<file path="src/rtl/firc_out_serializer_if.sv">
// Filter-result capture and 32-bit I/Q output stream bundle for firc_out_serializer.
// slave = serializer side, master = filter/downstream environment side.
interface firc_out_serializer_if;
  logic        PushOut;
  logic [31:0] FI;
  logic [31:0] FQ;
  logic        DOutValid;
  logic        DOutReady;
  logic [31:0] DOut;
  logic        DOutIsQ;

  modport master (output PushOut, FI, FQ, DOutReady, input DOutValid, DOut, DOutIsQ);
  modport slave  (input PushOut, FI, FQ, DOutReady, output DOutValid, DOut, DOutIsQ);
endinterface

</file>
<file path="src/rtl/firc_out_serializer.sv">
// Captures every {FI,FQ} filter result into a FIFO and serializes each pair as I then Q words.
// Optional delivered-pair counter enabled by defining FIRC_OUT_PAIRCNT_EN.
module firc_out_serializer #(
  parameter int DEPTH    = 8,
  parameter int AF_LEVEL = 6
) (
  input  logic                       clk,
  input  logic                       Reset,
  firc_out_serializer_if.slave       bus,
  output logic [$clog2(DEPTH+1)-1:0] Level,
  output logic                       AlmostFull,
  output logic                       Overflow,
  input  logic                       ClrOvf,
  output logic [15:0]                PairCnt
);
  localparam int DATA_W = 32;
  localparam int PW     = $clog2(DEPTH);
  localparam int LW     = $clog2(DEPTH+1);

  typedef enum logic [1:0] {IDLE, SEND_I, SEND_Q} state_t;
  state_t state, state_nxt;

  logic [2*DATA_W-1:0] mem [DEPTH];
  logic [2*DATA_W-1:0] stage_p0;
  logic [PW-1:0]       wr_ptr, rd_ptr;
  logic [LW-1:0]       level_nxt;
  logic                accept, pop, load_q, go_idle, full, push_ok, drop;

  assign accept    = bus.DOutValid && bus.DOutReady;
  assign full      = (Level == LW'(DEPTH));
  // A pop on the same edge frees a slot, so a full FIFO can still take the push.
  assign push_ok   = bus.PushOut && (!full || pop);
  assign drop      = bus.PushOut && full && !pop;
  assign level_nxt = Level + LW'(push_ok) - LW'(pop);

  always_ff @(posedge clk or posedge Reset) begin
    if (Reset) state <= IDLE;
    else       state <= state_nxt;
  end

  always_comb begin
    state_nxt = state;
    pop       = 1'b0;
    load_q    = 1'b0;
    go_idle   = 1'b0;
    case (state)
      IDLE: begin
        if (Level != '0) begin
          pop       = 1'b1;
          state_nxt = SEND_I;
        end
      end
      SEND_I: begin
        if (accept) begin
          load_q    = 1'b1;
          state_nxt = SEND_Q;
        end
      end
      SEND_Q: begin
        if (accept) begin
          if (Level != '0) begin
            pop       = 1'b1;
            state_nxt = SEND_I;
          end else begin
            go_idle   = 1'b1;
            state_nxt = IDLE;
          end
        end
      end
      default: state_nxt = IDLE;
    endcase
  end

  // Stage p0: FIFO storage and the staging register holding the popped pair
  always_ff @(posedge clk) begin
    if (push_ok) mem[wr_ptr] <= {bus.FI, bus.FQ};
    if (pop)     stage_p0    <= mem[rd_ptr];
  end

  always_ff @(posedge clk or posedge Reset) begin
    if (Reset) begin
      wr_ptr     <= '0;
      rd_ptr     <= '0;
      Level      <= '0;
      AlmostFull <= 1'b0;
      Overflow   <= 1'b0;
    end else begin
      if (push_ok) wr_ptr <= wr_ptr + PW'(1);
      if (pop)     rd_ptr <= rd_ptr + PW'(1);
      Level      <= level_nxt;
      AlmostFull <= (level_nxt >= LW'(AF_LEVEL));
      if (drop)        Overflow <= 1'b1;
      else if (ClrOvf) Overflow <= 1'b0;
    end
  end

  // Stage p1: registered output word
  always_ff @(posedge clk or posedge Reset) begin
    if (Reset) begin
      bus.DOutValid <= 1'b0;
      bus.DOut      <= '0;
      bus.DOutIsQ   <= 1'b0;
    end else if (pop) begin
      bus.DOut      <= mem[rd_ptr][2*DATA_W-1:DATA_W];
      bus.DOutIsQ   <= 1'b0;
      bus.DOutValid <= 1'b1;
    end else if (load_q) begin
      bus.DOut      <= stage_p0[DATA_W-1:0];
      bus.DOutIsQ   <= 1'b1;
    end else if (go_idle) begin
      bus.DOutValid <= 1'b0;
    end
  end

`ifdef FIRC_OUT_PAIRCNT_EN
  always_ff @(posedge clk or posedge Reset) begin
    if (Reset)                        PairCnt <= '0;
    else if (accept && state == SEND_Q) PairCnt <= PairCnt + 16'd1;
  end
`else
  assign PairCnt = 16'h0000;
`endif

endmodule

</file>
<file path="src/flat_wrapper.sv">
// flat-port wrapper written by rule: the top's interface ports become plain ports
module firc_out_serializer_flat 
#(
  parameter int DEPTH    = 8,
  parameter int AF_LEVEL = 6
)
  (clk, Reset, Level, AlmostFull, Overflow, ClrOvf, PairCnt, bus_PushOut, bus_FI, bus_FQ, bus_DOutReady, bus_DOutValid, bus_DOut, bus_DOutIsQ);
  firc_out_serializer_if bus_i ();
  input  logic clk;
  input  logic Reset;
  output logic [$clog2(DEPTH+1)-1:0] Level;
  output logic AlmostFull;
  output logic Overflow;
  input  logic ClrOvf;
  output logic [15:0] PairCnt;
  input wire logic [$bits(bus_i.PushOut)-1:0] bus_PushOut;
  input wire logic [$bits(bus_i.FI)-1:0] bus_FI;
  input wire logic [$bits(bus_i.FQ)-1:0] bus_FQ;
  input wire logic [$bits(bus_i.DOutReady)-1:0] bus_DOutReady;
  output wire logic [$bits(bus_i.DOutValid)-1:0] bus_DOutValid;
  output wire logic [$bits(bus_i.DOut)-1:0] bus_DOut;
  output wire logic [$bits(bus_i.DOutIsQ)-1:0] bus_DOutIsQ;
  assign bus_i.PushOut = bus_PushOut;
  assign bus_i.FI = bus_FI;
  assign bus_i.FQ = bus_FQ;
  assign bus_i.DOutReady = bus_DOutReady;
  assign bus_DOutValid = bus_i.DOutValid;
  assign bus_DOut = bus_i.DOut;
  assign bus_DOutIsQ = bus_i.DOutIsQ;
  firc_out_serializer #(.DEPTH(DEPTH), .AF_LEVEL(AF_LEVEL)) u_core (.clk(clk), .Reset(Reset), .bus(bus_i), .Level(Level), .AlmostFull(AlmostFull), .Overflow(Overflow), .ClrOvf(ClrOvf), .PairCnt(PairCnt));
endmodule
</file>
<file path="config.mk">
export PLATFORM = sky130hd
export DESIGN_NAME = firc_out_serializer_flat
export DESIGN_NICKNAME = d
export VERILOG_FILES = /design/src/rtl/firc_out_serializer_if.sv /design/src/rtl/firc_out_serializer.sv /design/src/flat_wrapper.sv
export SDC_FILE = /design/constraint.sdc
export NUM_CORES = 1
export LEC_CHECK = 0
export BUFFER_PORTS_ARGS = -buffer_cell sky130_fd_sc_hd__buf_2
export CORE_ASPECT_RATIO = 0.8
export CORE_MARGIN = 2
export CORE_UTILIZATION = 45
export CTS_CLUSTER_SIZE = 8
export DETAILED_ROUTE_END_ITERATION = 8
export HOLD_SLACK_MARGIN = 0.02
export PLACE_DENSITY = 0.62
export SLEW_MARGIN = 20
export SYNTH_ARGS = -nofsm -noshare
export SYNTH_HDL_FRONTEND = slang
export SYNTH_SLANG_ARGS = --single-unit
</file>
<file path="constraint.sdc">
create_clock -name clk -period 11.8 [get_ports clk]
set_clock_uncertainty 0.05 [all_clocks]
set_input_delay 0.59 -clock clk [delete_from_list [all_inputs] [get_ports clk]]
set_output_delay 0.59 -clock clk [all_outputs]
set_load 0.02 [all_outputs]
</file>
==> reports/summary.md <==
### Synth
• register bit count reported by yosys: 592
• distinct cell type count of the synthesized netlist: 34
• Warnings, synthesis: 0
• Synth top area share: 0.7255
• sequential share of the synthesized area: 0.7788
• synthesized netlist cell count: 1007
• syn avg cell area: 22.36 µm²
• Syn Std Cell Area: 22520 µm²
• largest area contributor in the netlist: sky130_fd_sc_hd__edfxtp_1
• synth top area cells: sky130_fd_sc_hd__edfxtp_1, sky130_fd_sc_hd__mux4_2, sky130_fd_sc_hd__dfrtp_1

### Routing
• count of routing violations after the opening detailed-route iteration: 942
• final wirelength: 45720 µm
• total iterations of the first detailed-routing run: 4
• number of vias per cell after detailed routing: 5.380
• via count: 10297
• Antenna Nets Post-Route: 0
• DRC violation count after routing: 0
• final routed wire length divided by cell count: 23.89 µm

### GRT
• number of global-route vias before repair: 10863
• global route total overflow: 0
• wire length of the first global-routing pass: 69390 µm
• antenna violations before repair: 12
• total global routing track utilization: 0.1838
• largest net degree at the start of global routing: 65

### Clock network
• number of gates given a new drive strength after cts: 0
• hold-fix buffers at CTS: 0
• library cell used as clock root buffer: sky130_fd_sc_hd__clkbuf_16
• CTS sink cnt: 592
• htree depth: 3
• maximum buffer depth of the clock tree: 3
• CTS buffer count: 84
• post-CTS setup repair buffer count: 0
• later-pin clock latency in the skew report: 0.60 ns
• CTS tree: yes
• register clock-pin slew on the reported worst setup and hold paths: 0.05 ns

### Worst setup path
• class of the most critical setup path: register to register
• setup slack of the most critical reg-to-reg path: 8.13 ns
• Crit Path Max Fanout: 44
• WP data required: 11.97 ns
• critical path buffer and inverter count: 2
• CP startpoint kind: register
• cell class contributing the biggest share of worst-path delay: simple AND/OR/NAND/NOR gates
• delay contributed by the slowest stage of the critical path: 0.74 ns
• Critical R2R Launch: u_core.Level[3]
• depth of the worst register-to-register path: 7
• capture point of the worst reg-to-reg path: u_core.mem[3][8]
• Worst Setup End Kind: register
• cells traversed along the worst timing path: inv_1 > ha_1 > or3b_2 > o22ai_2 > nand2b_1 > nor2_4 > buf_4
• WP data arrival: 3.84 ns
• Critical-path top delay cell: sky130_fd_sc_hd__nor2_4

### STA
• max-slew violation total from the final report: 0
• fin crit period: 3.666 ns
• final number of hold-violating endpoints: 0
• number of failing setup endpoints in the final timing report: 0
• f_max: 272.8 MHz
• fin crit share: 0.3107
• Slew @ Worst Pin: 0.8835 ns
• unrepaired setup endpoints after global routing: no
• total negative slack for setup checks: 0 ns
• Worst slew margin: 0.4110

### Cells and area
• Layout area overhead: 16.73%
• commonest non-fill, non-tap cell in the layout: sky130_fd_sc_hd__edfxtp_1
• summed area of non-filler cells in the final layout: 26280 µm²
• most frequent cells in the layout: sky130_fd_sc_hd__edfxtp_1, sky130_fd_sc_hd__mux4_2, sky130_fd_sc_hd__buf_2
• final non-filler cell total: 1914
• Layout fillers: 3802
• nets: 1251
• fraction of layout cells with a size suffix above 1: 0.3476

### Floorplanning
• Die Span X: 254.1 µm
• Die ar.: 51860 µm²
• # rows: 73
• number of primary I/O pins: 125
• Die Y: 204.1 µm
• placeable core area: 49600 µm²
• initial standard-cell utilization of the core: 0.4540

### Hold path
• HP Start: ClrOvf
• class of the tightest hold or removal check: primary input to register
• Hold Path Stages: 2
• Worst Hold End: u_core.Overflow

### Placement
• Final HPWL DP: 24880 µm
• final weighted congestion of routability-driven global placement: 0.7038
• Cells after DPL: 1763
• total of buffers placed on input and output ports: 108
• Placement Cell Area: 23850 µm²

### Flow run
• number of max-cap violations: 0

### Power and ir drop
• PwrDens: 272.3 nW/µm²
• leakage: 8.948 nW
• worst-case vdd ir drop: 0.1289 mV

### Run status
• run status: complete, no violations

==> cell usage after synthesis (all sizes together) <==
master	n
a211oi	1
a21boi	1
a21o	3
a21oi	1
a31o	1
buf	40
clkbuf	22
conb	1
dfrtp	48
edfxtp	544
fa	1
ha	7
inv	11
mux2	66
mux2i	32
mux4	128
nand2	40
nand2b	4
nand3b	1
nand4	1
nor2	7
nor3	2
nor3b	1
o21ai	34
o22ai	2
or3	1
or3b	1
xnor2	3
xor2	3
==> kinds of logic after synthesis <==
| kind of cell | share of synthesized area |
|---|---|
| and+or+nand+nor | 0.01100 |
| xor gates and xnor gates | 0.002334 |
| DFF | 0.7788 |
| buffers and inverters | 0.01678 |
| adders and majority gates | 0.004778 |
| AOI/OAI and AO/OA | 0.01089 |
| other | 0.0001665 |
| muxes | 0.1753 |
==> layout make-up <==
class	instances	area, µm²	area share
Clock buffer	141	2359	0.08973
Sequential cell	592	17550	0.6676
Multi-Input combinational cell	357	4722	0.1797
Inverter	11	41.29	0.001571
Clock inverter	5	62.56	0.002380
Antenna cell	5	12.51	0.0004760
Tap cell	675	844.6	0.03213
Timing Repair Buffer	128	694.4	0.02642
==> per-stage QoR <==
step	utilization	hold slack [ns]	setup slack, ns	total power (W)
floorplan	-	0.4074	5.240	0.004469
global placement	0.4808	0.4514	8.072	0.005034
detailed placement	0.4808	0.4546	8.020	0.005066
CTS	0.5296	0.09113	8.026	0.007266
global route	0.5298	0.09956	7.889	0.007527
finish	0.5300	0.1248	8.134	0.007158
==> power by group <==
group	switching (W)	total, W	internal [W]	leakage (nW)
Combinational	0.00102	0.00188	0.000859	2.26
Sequential	0.000247	0.00310	0.00285	5.54
Clock	0.000830	0.00218	0.00135	1.15
==> sequential cells by signal, summed over array words and instances, names as in the netlist <==
signal                count
u_core.AlmostFull         1
u_core.Level              4
u_core.Overflow           1
u_core.bus.DOut          32
u_core.bus.DOutIsQ        1
u_core.bus.DOutValid      1
u_core.mem              512
u_core.rd_ptr             3
u_core.stage_p0          32
u_core.state              2
u_core.wr_ptr             3
==> worst reg2reg max path: stages, from the launching register on <==
cell and delay, ns:
sky130_fd_sc_hd__dfrtp_1 0.38, sky130_fd_sc_hd__inv_1 0.06, sky130_fd_sc_hd__ha_1 0.22, sky130_fd_sc_hd__or3b_2 0.46, sky130_fd_sc_hd__o22ai_2 0.32, sky130_fd_sc_hd__nand2b_1 0.31, sky130_fd_sc_hd__nor2_4 0.74, sky130_fd_sc_hd__buf_4 0.73
==> metal layers <==
layer  wire (µm)  part of all wire  up-vias  GRT usage
met5          34           0.00074        -          0
met4         705             0.015        6    0.04979
met3        2699             0.059       69    0.04343
met2       21200              0.46      306     0.2764
met1       21080              0.46     5455     0.2719
li1            -                 -     4461          -
==> worst max path at each step <==
stage,start,to,cells after the start
6_report,u_core.Level[3],u_core.mem[3][8],7
5_1_grt,u_core.Level[2],u_core.mem[3][6],7
4_1_cts,u_core.Level[3],u_core.mem[1][35],7
3_5_place_dp,bus_PushOut,u_core.mem[1][11],6
3_3_place_gp,bus_PushOut,u_core.mem[3][11],6
2_1_floorplan,u_core.Level[2],u_core.mem[0][0],6
No activity file was read; power rests on OpenSTA's default activity.
